$ cat src/rtl/ps2_hex_entry.sv
// rtl/ps2_hex_entry.sv - PS/2 scancode to hex-nibble entry front end for the 128-bit key/data store
//
// Purpose:
//   Tracks PS/2 make/break/extended prefixes. Turns hex key make codes into
//   nibble writes at a cursor, and handles Backspace, Esc (clear) and Enter (done).
//
// Ports:
//   clk            in   system clock, rising edge
//   reset          in   asynchronous active-high reset
//   scancode       in   [7:0] PS/2 byte from the receiver
//   scancode_valid in   one-cycle strobe qualifying scancode
//   ps2data_out    out  [3:0] nibble to write to the store (holds when idle)
//   index          out  [IDX_W-1:0] store nibble address (holds when idle)
//   write_enable   out  one-cycle store write pulse
//   clear_store    out  one-cycle pulse on Esc
//   entry_count    out  [IDX_W:0] nibbles entered, 0..NUM_NIBBLES
//   full           out  high while entry_count == NUM_NIBBLES
//   entry_done     out  level, high from Enter until Esc or reset
//
// Build option:
//   KEYPAD_HEX_EN  when defined, numeric keypad make codes also enter digits 0-9.

module ps2_hex_entry #(
    parameter int NUM_NIBBLES = 32,
    parameter int IDX_W       = 5
) (
    input  logic             clk,
    input  logic             reset,
    input  logic [7:0]       scancode,
    input  logic             scancode_valid,
    output logic [3:0]       ps2data_out,
    output logic [IDX_W-1:0] index,
    output logic             write_enable,
    output logic             clear_store,
    output logic [IDX_W:0]   entry_count,
    output logic             full,
    output logic             entry_done
);

    localparam logic [IDX_W:0] CAP = (IDX_W+1)'(NUM_NIBBLES);

    localparam logic [7:0] SC_BREAK = 8'hF0;
    localparam logic [7:0] SC_EXT   = 8'hE0;
    localparam logic [7:0] SC_BKSP  = 8'h66;
    localparam logic [7:0] SC_ENTER = 8'h5A;
    localparam logic [7:0] SC_ESC   = 8'h76;

    typedef enum logic [2:0] {
        S_ENTRY,
        S_BRK,
        S_EXT,
        S_EXT_BRK,
        S_DONE
    } state_t;

    state_t           r_state, w_state_n;
    logic             r_ret_done, w_ret_done_n;   // prefix states return to DONE when set
    logic [IDX_W:0]   r_cursor, w_cursor_n;
    logic [3:0]       r_data, w_data_n;
    logic [IDX_W-1:0] r_index, w_index_n;
    logic             r_we, w_we_n;
    logic             r_clr, w_clr_n;
    logic             r_full, w_full_n;
    logic             r_done, w_done_n;

    logic             w_is_hex;
    logic [3:0]       w_nibble;

    // Scancode to nibble lookup
    always_comb begin
        w_is_hex = 1'b1;
        w_nibble = 4'h0;
        case (scancode)
            8'h45: w_nibble = 4'h0;
            8'h16: w_nibble = 4'h1;
            8'h1E: w_nibble = 4'h2;
            8'h26: w_nibble = 4'h3;
            8'h25: w_nibble = 4'h4;
            8'h2E: w_nibble = 4'h5;
            8'h36: w_nibble = 4'h6;
            8'h3D: w_nibble = 4'h7;
            8'h3E: w_nibble = 4'h8;
            8'h46: w_nibble = 4'h9;
            8'h1C: w_nibble = 4'hA;
            8'h32: w_nibble = 4'hB;
            8'h21: w_nibble = 4'hC;
            8'h23: w_nibble = 4'hD;
            8'h24: w_nibble = 4'hE;
            8'h2B: w_nibble = 4'hF;
`ifdef KEYPAD_HEX_EN
            8'h70: w_nibble = 4'h0;
            8'h69: w_nibble = 4'h1;
            8'h72: w_nibble = 4'h2;
            8'h7A: w_nibble = 4'h3;
            8'h6B: w_nibble = 4'h4;
            8'h73: w_nibble = 4'h5;
            8'h74: w_nibble = 4'h6;
            8'h6C: w_nibble = 4'h7;
            8'h75: w_nibble = 4'h8;
            8'h7D: w_nibble = 4'h9;
`endif
            default: w_is_hex = 1'b0;
        endcase
    end

    always_ff @(posedge clk or posedge reset) begin
        if (reset) begin
            r_state    <= S_ENTRY;
            r_ret_done <= 1'b0;
            r_cursor   <= '0;
            r_data     <= '0;
            r_index    <= '0;
            r_we       <= 1'b0;
            r_clr      <= 1'b0;
            r_full     <= 1'b0;
            r_done     <= 1'b0;
        end else begin
            r_state    <= w_state_n;
            r_ret_done <= w_ret_done_n;
            r_cursor   <= w_cursor_n;
            r_data     <= w_data_n;
            r_index    <= w_index_n;
            r_we       <= w_we_n;
            r_clr      <= w_clr_n;
            r_full     <= w_full_n;
            r_done     <= w_done_n;
        end
    end

    always_comb begin
        w_state_n    = r_state;
        w_ret_done_n = r_ret_done;
        w_cursor_n   = r_cursor;
        w_data_n     = r_data;
        w_index_n    = r_index;
        w_we_n       = 1'b0;
        w_clr_n      = 1'b0;
        w_done_n     = r_done;

        if (scancode_valid) begin
            case (r_state)
                S_ENTRY, S_DONE: begin
                    if (scancode == SC_BREAK) begin
                        w_state_n    = S_BRK;
                        w_ret_done_n = (r_state == S_DONE);
                    end else if (scancode == SC_EXT) begin
                        w_state_n    = S_EXT;
                        w_ret_done_n = (r_state == S_DONE);
                    end else if (scancode == SC_ESC) begin
                        w_state_n  = S_ENTRY;
                        w_clr_n    = 1'b1;
                        w_cursor_n = '0;
                        w_done_n   = 1'b0;
                    end else if (r_state == S_ENTRY) begin
                        if (scancode == SC_ENTER) begin
                            w_state_n = S_DONE;
                            w_done_n  = 1'b1;
                        end else if (scancode == SC_BKSP) begin
                            if (r_cursor != '0) begin
                                w_cursor_n = r_cursor - (IDX_W+1)'(1);
                                w_we_n     = 1'b1;
                                w_data_n   = 4'h0;
                                // Low bits minus one wraps correctly when cursor == NUM_NIBBLES
                                w_index_n  = r_cursor[IDX_W-1:0] - IDX_W'(1);
                            end
                        end else if (w_is_hex && (r_cursor < CAP)) begin
                            w_cursor_n = r_cursor + (IDX_W+1)'(1);
                            w_we_n     = 1'b1;
                            w_data_n   = w_nibble;
                            w_index_n  = r_cursor[IDX_W-1:0];
                        end
                    end
                end
                S_EXT: begin
                    if (scancode == SC_BREAK) begin
                        w_state_n = S_EXT_BRK;
                    end else begin
                        w_state_n = r_ret_done ? S_DONE : S_ENTRY;
                    end
                end
                S_BRK, S_EXT_BRK: begin
                    w_state_n = r_ret_done ? S_DONE : S_ENTRY;
                end
                default: begin
                    w_state_n = S_ENTRY;
                end
            endcase
        end

        // full is registered alongside the cursor so both move on the same edge
        w_full_n = (w_cursor_n == CAP);
    end

    assign ps2data_out  = r_data;
    assign index        = r_index;
    assign write_enable = r_we;
    assign clear_store  = r_clr;
    assign entry_count  = r_cursor;
    assign full         = r_full;
    assign entry_done   = r_done;

endmodule

$ cat config.mk
export PLATFORM = sky130hd
export DESIGN_NAME = ps2_hex_entry
export DESIGN_NICKNAME = d
export VERILOG_FILES = /design/src/rtl/ps2_hex_entry.sv
export SDC_FILE = /design/constraint.sdc
export NUM_CORES = 1
export LEC_CHECK = 0
export BUFFER_PORTS_ARGS = -buffer_cell sky130_fd_sc_hd__buf_2
export CAP_MARGIN = 10
export CORE_ASPECT_RATIO = 0.8
export CORE_MARGIN = 10
export CORE_UTILIZATION = 40
export CTS_CLUSTER_SIZE = 28
export DETAILED_ROUTE_END_ITERATION = 12
export HOLD_SLACK_MARGIN = 0.08
export SKIP_CTS_REPAIR_TIMING = 1
export SLEW_MARGIN = 20
export SYNTH_ARGS = -nofsm -noshare
export SYNTH_HDL_FRONTEND = slang
export SYNTH_SLANG_ARGS = --single-unit
$ cat constraint.sdc
create_clock -name clk -period 2.4 [get_ports clk]
set_input_delay 0.48 -clock clk [delete_from_list [all_inputs] [get_ports clk]]
set_output_delay 0.48 -clock clk [all_outputs]
set_load 0.005 [all_outputs]
## Word level (Yosys, flattened, before mapping)

Cells that the tools add are included.
Widths: inputs -> output; s select.

- $add $sub $neg: 3
- Magnitude comparators: 1
- Equal/unequal tests: 29
- Muxes and demuxes: 46
- Bitwise gates (word level): 4
- Reductions and logical operators: 14

Operators by type and width:

| operator | count |
|---|---|
| $eq 8x6->1 const B | 11 |
| $mux 6 | 10 |
| $pmux 4 s15 | 1 |
| $eq 8x7->1 const B | 5 |
| $eq 8x5->1 const B | 3 |
| $mux 1 | 21 |
| $mux 3 | 7 |
| $eq 8x8->1 const B | 2 |
| $reduce_or 16->1 | 1 |
| $mux 5 | 3 |
| $mux 4 | 3 |
| $ne 5x5->1 const B | 2 |
| $pmux 3 s3 | 1 |
| $reduce_and 9->1 | 1 |
| $reduce_bool 2->1 | 4 |
| $add 6x1->6 const B | 1 |
| $eq 3x2->1 const B | 2 |
| $eq 6x6->1 const B | 1 |
| $lt 6x6->1 const B | 1 |
| $reduce_and 3->1 | 2 |
| $reduce_and 6->1 | 1 |
| $reduce_bool 6->1 | 1 |
| $sub 6x1->6 const B | 1 |
| $sub 5x1->5 const B | 1 |
| 7 further kinds | 11 |

- Flip-flop bits (word level): 23
- Input bits: 11
- Word-level logic and storage cells: 106

## Logic depth before layout (Yosys ltp)

Gate-level depths: netlist of run 1.

- Word-level depth: 14
- Gate-level depth with buffers: 11
- Gate-level depth less buffers: 10

## Worst setup path after synthesis of run 1

Ideal clock, no wire load.

- Path kind: input-to-reg
- From: input port scancode[5]
- To: register r_full (netlist: full)
- Arrival time: 2.262 ns
- Data required time: 2.304 ns
- Slack: 0.043 ns
- Stages on the path: 10
- Buffers on the path: 1
- Cell sequence: buf_2 nor3b_1 o2111a_1 nor4_2 a31oi_4 o21ai_4 inv_4 o221ai_2 o211ai_1 nor4_2

- Word-level cells in the longest chain between the ends: 14
- Elaborated cells on any way between the ends: 34
- Those cells by class: 22 x eq/ne; 10 x mux; 2 x reduce/logical

RTL lines:

| element | line | RTL |
|---|---|---|
| from (decl) | 29 | `input logic [7:0] scancode,` |
| $eq 8x6->1, or another cell as far along | 73 | `case (scancode)` |
| $reduce_or 16->1 (no source line) | - |  |
| $mux 1 | 73 |  |
| $logic_and 1x1->1 | 166 | `end else if (w_is_hex && (r_cursor < CAP)) begin` |
| $mux 6 | 166 |  |
| $mux 6 | 158 | `end else if (scancode == SC_BKSP) begin` |
| $mux 6 | 155 | `if (scancode == SC_ENTER) begin` |
| $mux 6 | 154 | `end else if (r_state == S_ENTRY) begin` |
| $mux 6 | 149 | `end else if (scancode == SC_ESC) begin` |
| $mux 6 | 146 | `end else if (scancode == SC_EXT) begin` |
| $mux 6 * | 143 | `if (scancode == SC_BREAK) begin` |
| $mux 6 * | 141 | `case (r_state)` |
| $mux 6 * | 140 | `if (scancode_valid) begin` |
| $eq 6x6->1 * | 191 | `w_full_n = (w_cursor_n == CAP);` |
| named net w_full_n | 63 | `logic r_full, w_full_n;` |
| to (signal assigned) | 125 | `r_full <= w_full_n;` |
| to (decl) | 63 |  |

Mark *: on every way through the listed nets, which the timed path passes. The rest lies on a longest branch.
A chain may end at the register's enable or synchronous reset.

## Worst setup path after layout of run 1

- From: input port scancode[4]
- To: register r_full (netlist: full)

Same word-level chain as after synthesis.

==> results of run 1 <==
==> layout make-up <==
class / count / area, sq um
clock buffer: 4 / 45.0
fill: 399 / 1820
inverter: 10 / 40.0
multi-input combinational: 164 / 1160
sequential: 23 / 576
tap: 57 / 71.3
timing repair buffer: 86 / 573
==> power by group through the flow <==
| stage | registers (mW) | logic [mW] | clock network, mW |
|---|---|---|---|
| after floorplan | 0.527 | 0.438 | 0 |
| after global placement | 0.522 | 0.800 | 0 |
| final | 0.519 | 0.821 | 0.245 |
| after CTS | 0.518 | 0.802 | 0.253 |
| after detailed placement | 0.526 | 0.799 | 0 |
| after global routing | 0.530 | 0.906 | 0.275 |
==> path summary, 6_finish.rpt <==
kind / start / to / cells after the start
setup / recovery: scancode[4] / full / 12
hold / removal: reset / index[0] / 2
setup reg to reg: r_state[0] / full / 10
hold reg to reg: ps2data_out[0] / ps2data_out[0] / 1
max in group asynchronous: reset / clear_store / 2
min in group clk: scancode_valid / r_state[2] / 2
==> registers in the layout, summed over array words and instances, names as in the netlist <==
register / flops
write_enable: 1
index: 5
entry_count: 6
r_ret_done: 1
clear_store: 1
full: 1
entry_done: 1
ps2data_out: 4
r_state: 3
==> cell usage in the layout (no fill, tap or decap), types with 7 or more instances in the layout <==
| cell | netlist | routed |
|---|---|---|
| dfrtp_1 | 23 | 23 |
| nand2_1 | 18 | 18 |
| a21oi_1 | 11 | 11 |
| inv_1 | 9 | 9 |
| nor2_1 | 21 | 21 |
| buf_2 | 6 | 29 |
| nand3_1 | 7 | 7 |
| buf_4 | 3 | 57 |
| o21ai_0 | 15 | 15 |
==> routing by layer <==
metal	routed length, um	global-route usage
met1	2490	0.191
met3	385	0.0362
met4	51	0.0368
met2	2220	0.201
met5	0	0
==> worst reg2reg max path, delay by kind of cell, from the launching register on <==
| family | cells | cell delay (ns) |
|---|---|---|
| simple gates | 2 | 0.49 |
| compound gates | 5 | 0.77 |
| flops | 1 | 0.39 |
| buf+inv | 3 | 0.47 |
==> synth_stat cells, types with 3 or more instances <==
master	instances
o21ai_0	15
buf_2	6
nand4_1	5
a21oi_1	11
nor4bb_1	3
a21o_1	4
xnor2_1	4
xor2_1	3
a31oi_1	5
nor2_1	21
clkbuf_1	4
nand2_1	18
buf_4	3
mux2i_1	4
dfrtp_1	23
nor3b_1	4
a211oi_1	3
nand3_1	7
nor3_1	6
inv_1	9
==> through the flow <==
| stage | util | hold WS, ns | setup slack [ns] |
|---|---|---|---|
| after floorplan | - | 0.467 | 0.0425 |
| after global routing | 0.575 | 0.439 | -0.0309 |
| after CTS | 0.565 | 0.417 | 0.0405 |
| after global placement | 0.554 | 0.454 | -0.113 |
| after detailed placement | 0.554 | 0.459 | -0.238 |
| final | 0.575 | 0.379 | 0.0632 |
==> cells by family (layout without fill, tap and decap cells) <==
| logic type | count (synthesis) | in the layout | synth area share |
|---|---|---|---|
| fa+ha+maj | 2 | 2 | 0.0138 |
| mux | 6 | 6 | 0.0344 |
| flops | 23 | 23 | 0.316 |
| xor+xnor | 7 | 7 | 0.0337 |
| simple gates | 87 | 87 | 0.274 |
| compound gates | 62 | 62 | 0.260 |
| buf+inv | 25 | 100 | 0.0674 |
==> flow_summary.json, run 1 <==
{
  "outcome": "completed",
  "critical-path-top-delay-family": "compound AO/OA/AOI/OAI gates",
  "clock_sink_count": 23,
  "synth_warnings": 0,
  "chipWidth_um": 95.4,
  "final_nets": 301,
  "final-max-slew-violation-count": 0,
  "post-route-drc-count": 0,
  "lkg_pwr_nw": 1.22,
  "max_slew.worst_pin.slew_ns": 0.866,
  "postLayoutCellArea_sq_mm": 0.00246,
  "final_hold_viol_count": 0,
  "critPathCaptureType": "flop",
  "cap_viol_max_count": 0,
  "vias_per_cell": 5.49,
  "slew_headroom": 0.422,
  "synthesis.nets": 225,
  "cts_inserted_buffers": 3,
  "clockBufferDepth": 2,
  "post-place-cells": 339,
  "antenna_diodes": 0,
  "intPower_mw": 0.990,
  "clk-insertion-delay-late_ns": 0.27,
  "track_usage": 0.137,
  "critical_path_arrival_ns": 2.51,
  "worst_path_max_stage_delay_ns": 0.26,
  "clock_tree_from_tritoncts": "yes",
  "core_area_sq_mm": 0.00428,
  "clk_pin_slew_worst_paths_ns": 0.08,
  "top_level_ports": 30,
  "floorplan.initialDensity": 0.425,
  "die_y_um": 80.3,
  "final-instance-count-excl-fill": 344,
  "detail_route.wl_per_cell_um": 15.0,
  "synth.distinct_cells": 63,
  "netlist_instances": 212,
  "synth-main-ff-cell": "dfrtp_1",
  "power_switching_mw": 0.594,
  "total_negative_slack_ns": 0,
  "drt-pass1-iter-count": 4,
  "seq_area_frac_synth": 0.316,
  "wirelength_um": 5150,
  "number_of_routed_nets_with_antenna_violations": 0,
  "timing.critical_path.cells": "buf_2 -> nor2b_1 -> o2111a_1 -> nor4_2 -> buf_4 -> a31oi_4 -> buf_4 -> o21ai_4 -> inv_4 -> xnor2_1 -> o211ai_1 -> nor4_2",
  "final_setup_skew_ns": 0.00232,
  "swShare": 0.375,
  "p_seq_frac": 0.328,
  "reg2reg_setup_slack_ns": 0.18,
  "max_freq_mhz": 428,
  "worst_ir_drop_vdd_mv": 0.367,
  "number_of_antenna_violations_at_the_first_check_in_global_routing": 0,
  "share_clk_of_total_power": 0.154,
  "number_of_enable_type_register_cells_in_the_synthesized_netlist": 0,
  "floorplan.rows": 21,
  "layout_worst_path_cycle_share": 0.974,
  "grt_first_pass_wirelength_um": 8540,
  "syn_to_final_growth_pct": 35.4,
  "critPathKind": "input port to flop",
  "path_buf_inv": 4,
  "port-buffer-count": 29,
  "ys_top_cells_by_area": "dfrtp_1 (32%), nor2_1 (4.3%), o21ai_0 (4.1%), nand2_1 (3.7%), a21oi_1 (3.0%)",
  "min-delay-path-class": "input port to async pin",
  "routabilityCongestion": 0.902,
  "crit_path_max_fanout": 11,
  "first_global_vias": 1813,
  "synth_seq_cells": 23,
  "synth_area_leader_cell": "dfrtp_1",
  "grt.overflow.total": 0,
  "share_of_layout_cells_above_drive_strength_1": 0.380,
  "largest_net_degree_at_the_start_of_global_routing": 24,
  "synth.avg_cell_area_sq_um": 8.58,
  "place.detailed.hpwl_um": 4010,
  "rsz0062_at_grt": "true",
  "cts_root_buf": "clkbuf_8",
  "power_total_mw": 1.58,
  "synthesis.area_sq_mm": 0.00182,
  "critPathLaunchType": "input port",
  "setup_failing_eps_final": 0,
  "die_area_sq_mm": 0.00766,
  "cts-htree-levels": 1,
  "detailroute.via_count": 1887,
  "timing.critical_path.required_ns": 2.57,
  "layout_min_cycle_time_ns": 2.34,
  "detailedRoute.firstIterationViolations": 123,
  "power-per-cell-area_mw_per_mm2": 643,
  "timing.critical_path.slowest_stage_cell": "o2111a_1",
  "share_comb_of_total_power": 0.518,
  "synthDominantCellAreaShare": 0.316,
  "asr_flop_ratio_synth": 1.00,
  "post_dp_cell_area_sq_mm": 0.00237
}
(Power assumes the default switching activity.)
==> inputs of run 2 (changes only) <==
--- a/config.mk
+++ b/config.mk
@@ -5,13 +5,13 @@
 export SDC_FILE = /design/constraint.sdc
 export NUM_CORES = 1
 export LEC_CHECK = 0
-export BUFFER_PORTS_ARGS = -buffer_cell sky130_fd_sc_hd__buf_2
 export CAP_MARGIN = 10
-export CORE_ASPECT_RATIO = 0.8
+export CORE_ASPECT_RATIO = 0.9
 export CORE_MARGIN = 10
 export CORE_UTILIZATION = 40
 export CTS_CLUSTER_SIZE = 28
 export DETAILED_ROUTE_END_ITERATION = 12
+export DONT_BUFFER_PORTS = 1
 export HOLD_SLACK_MARGIN = 0.08
 export SKIP_CTS_REPAIR_TIMING = 1
 export SLEW_MARGIN = 20
==> run 2 against run 1 <==
Maximum frequency is 2.1% higher; design area is 17% lower; cell count is 17% lower; critical path depth is 3 lower; clock power hardly changed; core utilization is 11 points lower; first-iteration DRC count is 65% higher; sequential share of layout area is 4.7 points higher; die area is 0.17% lower; sequential power is 1% higher; critical path type is now flop to flop; largest cell class unchanged; highest routed layer unchanged.
==> flow_summary.json, run 2 (synthesis gave the netlist of run 1 again) <==
{
  "outcome": "completed",
  "critPathLaunchType": "flop",
  "timing.critical_path.cells": "buf_4 -> nor3_1 -> o31ai_2 -> buf_4 -> a21o_1 -> a22o_1 -> a22oi_1 -> o21ai_0 -> nor4_2",
  "most-common-layout-cells": "buf_4 (24), dfrtp_1 (23), nor2_1 (21)",
  "power-per-cell-area_mw_per_mm2": 693,
  "final_nets": 239,
  "critical_path.most_common_cell": "buf_4",
  "timing.critical_path.slowest_stage_cell": "dfrtp_1",
  "worst_path_max_stage_delay_ns": 0.40,
  "final.hold.worst_slack_ns": 0.129,
  "max_freq_mhz": 437,
  "max_slew.worst_pin.slew_ns": 0.558,
  "clk_pin_slew_worst_paths_ns": 0.08,
  "layout_min_cycle_time_ns": 2.29,
  "number_of_antenna_violations_at_the_first_check_in_global_routing": 0,
  "core_area_sq_mm": 0.00443,
  "reg2reg_setup_slack_ns": 0.11,
  "clockBufferDepth": 2,
  "critical_path_arrival_ns": 2.47,
  "detailroute.via_count": 1675,
  "cts_inserted_buffers": 3,
  "slew_headroom": 0.626,
  "setup_failing_eps_final": 0,
  "die_area_sq_mm": 0.00765,
  "detailedRoute.firstIterationViolations": 203,
  "number_of_routed_nets_with_antenna_violations": 0,
  "first_global_vias": 1528,
  "min-delay-path-class": "input port to async pin",
  "timing.critical_path.required_ns": 2.58,
  "final_hold_viol_count": 0,
  "cts-htree-levels": 1,
  "post-route-drc-count": 0,
  "critPathCaptureType": "flop",
  "postLayoutCellArea_sq_mm": 0.00205,
  "clock_sink_count": 23,
  "clock_tree_from_tritoncts": "yes",
  "crit_path_max_fanout": 6,
  "wirelength_um": 4780,
  "clk-insertion-delay-late_ns": 0.27,
  "antenna_diodes": 0,
  "grt.overflow.total": 0,
  "critPathKind": "flop to flop",
  "share_of_layout_cells_above_drive_strength_1": 0.200,
  "cap_viol_max_count": 0,
  "floorplan.initialDensity": 0.411,
  "rsz0062_at_grt": "false",
  "topRoutingLayerUsed": "met4",
  "mostFrequentLayoutCell": "buf_4",
  "final-max-slew-violation-count": 0,
  "n_fill_cell": 446,
  "cts_root_buf": "clkbuf_8",
  "largest_reg_flops": 6,
  "track_usage": 0.125,
  "grt_first_pass_wirelength_um": 8140,
  "worst_ir_drop_vdd_mv": 0.328,
  "top_level_ports": 30,
  "routed-wl-met3_um": 440,
  "post_dp_cell_area_sq_mm": 0.00199,
  "layout_worst_path_cycle_share": 0.954,
  "detail_route.wl_per_cell_um": 16.7,
  "largest_net_degree_at_the_start_of_global_routing": 24,
  "die_y_um": 84.0,
  "routabilityCongestion": 0.913,
  "place.detailed.hpwl_um": 3620,
  "chipWidth_um": 91.1,
  "wl_met1_um": 2140,
  "lkg_pwr_nw": 0.902,
  "final_setup_skew_ns": 0.00531,
  "detailroute.wirelength.met2_um": 2140,
  "drt-pass1-iter-count": 4,
  "floorplan.rows": 23,
  "syn_to_final_growth_pct": 12.6,
  "port-buffer-count": 0,
  "vias_per_cell": 5.84
}
==> run 2: final timing paths <==
kind | from | end | depth (start not counted)
worst min register to register | r_ret_done | r_ret_done | 1
min in group clk | scancode_valid | r_state[2] | 1
worst min-delay path | reset | clear_store | 2
max in group asynchronous | reset | ps2data_out[2] | 2
worst max register to register | r_state[0] | full | 9
worst max-delay path | r_state[0] | full | 9
==> run 2: layout make-up <==
class                           count  area, sq um  share of cell area
Tap cell                           62         77.6              0.0379
Clock inverter                      1         7.51             0.00367
Timing Repair Buffer               24          180              0.0880
Multi-Input combinational cell    164         1130               0.550
Clock buffer                        3         41.3              0.0202
Sequential cell                    23          576               0.281
Inverter                           10         40.0              0.0195
==> run 2: report_power, final <==
| part | leakage (nW) | internal (mW) | switching, mW |
|---|---|---|---|
| Clock | 0.0217 | 0.118 | 0.129 |
| Sequential | 0.310 | 0.468 | 0.0568 |
| Combinational | 0.571 | 0.292 | 0.357 |
| Total | 0.902 | 0.878 | 0.543 |
==> run 2: layer usage <==
metal  vias up  GRT usage
met3         6     0.0414
met4         0     0.0398
met5         -          0
met2        72      0.193
li1        812          -
met1       785      0.160
==> run 2: worst max-delay path: cells and delay by family (launching register included) <==
| family | cells | cell delay, ns |
|---|---|---|
| AO/OA/AOI/OAI | 5 | 0.96 |
| buffers and inverters | 2 | 0.34 |
| AND/OR/NAND/NOR | 2 | 0.48 |
| flip-flops | 1 | 0.40 |
==> run 2: per-stage QoR <==
stage / setup slack (ns) / std cells / util / power (mW) / TNS (ns)
floorplan: 0.0425 / 212 / - / 0.965 / 0
global placement: -0.00455 / 283 / 0.450 / 1.18 / -0.00455
detailed placement: 0.0141 / 283 / 0.450 / 1.17 / 0
CTS: 0.175 / 287 / 0.461 / 1.43 / 0
global route: 0.0505 / 287 / 0.462 / 1.53 / 0
finish: 0.111 / 287 / 0.462 / 1.42 / 0
==> inputs of run 3 (changes only) <==
==> constraint.sdc (replaced) <==
create_clock -name clk -period 2.6 [get_ports clk]
set_input_delay 0.52 -clock clk [delete_from_list [all_inputs] [get_ports clk]]
set_output_delay 0.52 -clock clk [all_outputs]
set_load 0.005 [all_outputs]
==> run 3 against run 2 <==
Combinational power fell by 28%; design area fell by 5.5%; first-iteration DRC count rose by 22%; wire length fell by 5.9%; total power fell by 14%; critical endpoint is now ps2data_out[1]; largest cell class unchanged.
==> flow_summary.json, run 3 (synthesis gave the netlist of run 1 again) <==
{
  "timing.critical_path.required_ns": 2.76,
  "cp_num_cells": 7,
  "vias_per_cell": 5.90,
  "core_area_sq_mm": 0.00443,
  "grt_first_pass_wirelength_um": 7450,
  "number_of_routed_nets_with_antenna_violations": 0,
  "cts_root_buf": "clkbuf_8",
  "routabilityCongestion": 0.835,
  "track_usage": 0.114,
  "power-per-cell-area_mw_per_mm2": 630,
  "reg2reg_setup_slack_ns": 0.30,
  "path_buf_inv": 1,
  "clockBufferDepth": 2,
  "timing.critical_path.cells": "nor3b_2 -> o41ai_4 -> a31o_4 -> nor3_1 -> o21ai_4 -> buf_4 -> o41ai_1",
  "lkg_pwr_nw": 0.833,
  "antenna_diodes": 0,
  "post-route-drc-count": 0,
  "final_util": 0.437,
  "seqCellArea_sq_um": 576,
  "number_of_antenna_violations_at_the_first_check_in_global_routing": 0,
  "cap_viol_max_count": 0,
  "chipWidth_um": 91.1,
  "final-max-slew-violation-count": 0,
  "clock_tree_from_tritoncts": "yes",
  "share_of_layout_cells_above_drive_strength_1": 0.142,
  "worst_path_max_stage_delay_ns": 0.45,
  "syn_to_final_growth_pct": 6.40,
  "critPathCaptureType": "flop",
  "regToRegStartpoint": "r_state[0]",
  "floorplan.initialDensity": 0.411,
  "max_slew.worst_pin.slew_ns": 0.862,
  "met1_capacity_usage_during_global_routing": 0.147,
  "layout_worst_path_cycle_share": 0.886,
  "final_setup_skew_ns": 0.00197,
  "critPathLaunchType": "flop",
  "first_global_vias": 1447,
  "top_level_ports": 30,
  "critical-path-top-delay-family": "compound AO/OA/AOI/OAI gates",
  "postLayoutCellArea_sq_mm": 0.00194,
  "setup_failing_eps_final": 0,
  "clock_sink_count": 23,
  "max_freq_mhz": 434,
  "most-common-layout-cells": "dfrtp_1 (23), nor2_1 (21), nand2_1 (18)",
  "grt.overflow.total": 0,
  "port-buffer-count": 0,
  "place.detailed.hpwl_um": 3320,
  "final_hold_viol_count": 0,
  "groute.layer.met2.usage": 0.176,
  "gr-max-usage-layer": "met2",
  "critPathKind": "flop to flop",
  "multiInputGateArea_sq_mm": 0.00112,
  "rsz0062_at_grt": "false",
  "cts_inserted_buffers": 3,
  "critical_path_arrival_ns": 2.46,
  "clk_pin_slew_worst_paths_ns": 0.08,
  "final_nets": 225,
  "detailedRoute.firstIterationViolations": 247,
  "crit_end": "ps2data_out[1]",
  "detailroute.via_count": 1610,
  "layout_min_cycle_time_ns": 2.30,
  "mostFrequentLayoutCell": "dfrtp_1",
  "worst_r2r_endpoint": "ps2data_out[1]",
  "outcome": "completed",
  "die_area_sq_mm": 0.00765,
  "n_fill_cell": 459,
  "globalRouteMet3Util": 0.0387,
  "clk-insertion-delay-late_ns": 0.27,
  "setup.worst_path.start": "r_state[0]",
  "total_negative_slack_ns": 0,
  "die_y_um": 84.0,
  "cts-htree-levels": 1,
  "slew_headroom": 0.425,
  "worst_ir_drop_vdd_mv": 0.330,
  "drt-pass1-iter-count": 4,
  "detail_route.wl_per_cell_um": 16.5,
  "min-delay-path-class": "input port to async pin",
  "post_dp_cell_area_sq_mm": 0.00189,
  "timing.critical_path.slowest_stage_cell": "dfrtp_1",
  "largest_net_degree_at_the_start_of_global_routing": 24,
  "floorplan.rows": 23,
  "wirelength_um": 4500,
  "largest_reg_flops": 6,
  "reg2reg_depth": 7,
  "crit_path_max_fanout": 18
}
-- run 3: cell count changes in the layout (fill, tap and decap cells not counted), sizes merged --
cell      delta
clkinv       +1
buf         -14
clkinvlp     -1
-- run 3: worst reg2reg max path: stages, from the launching register on --
cell and delay (ns):
dfrtp_1 0.45, nor3b_2 0.33, o41ai_4 0.16, a31o_4 0.24, nor3_1 0.35, o21ai_4 0.13, buf_4 0.21, o41ai_1 0.33
-- run 3: worst min path at each step --
stage | slack (ns) | startpoint | endpoint
2_1_floorplan | 0.47 | ps2data_out[1] | ps2data_out[1]
3_3_place_gp | 0.48 | r_ret_done | r_ret_done
3_5_place_dp | 0.49 | r_ret_done | r_ret_done
4_1_cts | 0.34 | reset | entry_count[0]
5_1_grt | 0.34 | scancode_valid | r_state[2]
6_report | 0.31 | reset | r_state[2]
-- run 3: through the flow --
stage | worst slack, ns | power, mW | instances | hold WS, ns
3_3_place_gp | 0.178 | 1.02 | 269 | 0.483
6_report | 0.296 | 1.22 | 273 | 0.315
5_1_grt | 0.131 | 1.32 | 273 | 0.340
2_1_floorplan | 0.203 | 0.891 | 212 | 0.467
4_1_cts | 0.284 | 1.23 | 273 | 0.336
3_5_place_dp | 0.182 | 1.01 | 269 | 0.489
-- run 3: cell type report --
class | instances | share of cell area
Inverter | 10 | 0.0207
Clock buffer | 3 | 0.0213
Tap cell | 62 | 0.0401
Multi-Input combinational cell | 164 | 0.579
Timing Repair Buffer | 10 | 0.0388
Sequential cell | 23 | 0.297
Clock inverter | 1 | 0.00259
-- run 3: power breakdown --
part	total (mW)	internal [mW]	switching, mW
Sequential	0.533	0.431	0.102
Combinational	0.468	0.217	0.251
Clock	0.219	0.107	0.112
-- run 3: layer usage --
layer  part of all wire  up-vias
met4              0.014        0
met5                  0        -
met1               0.45      738
li1                   -      792
met2               0.45       73
met3              0.085        7
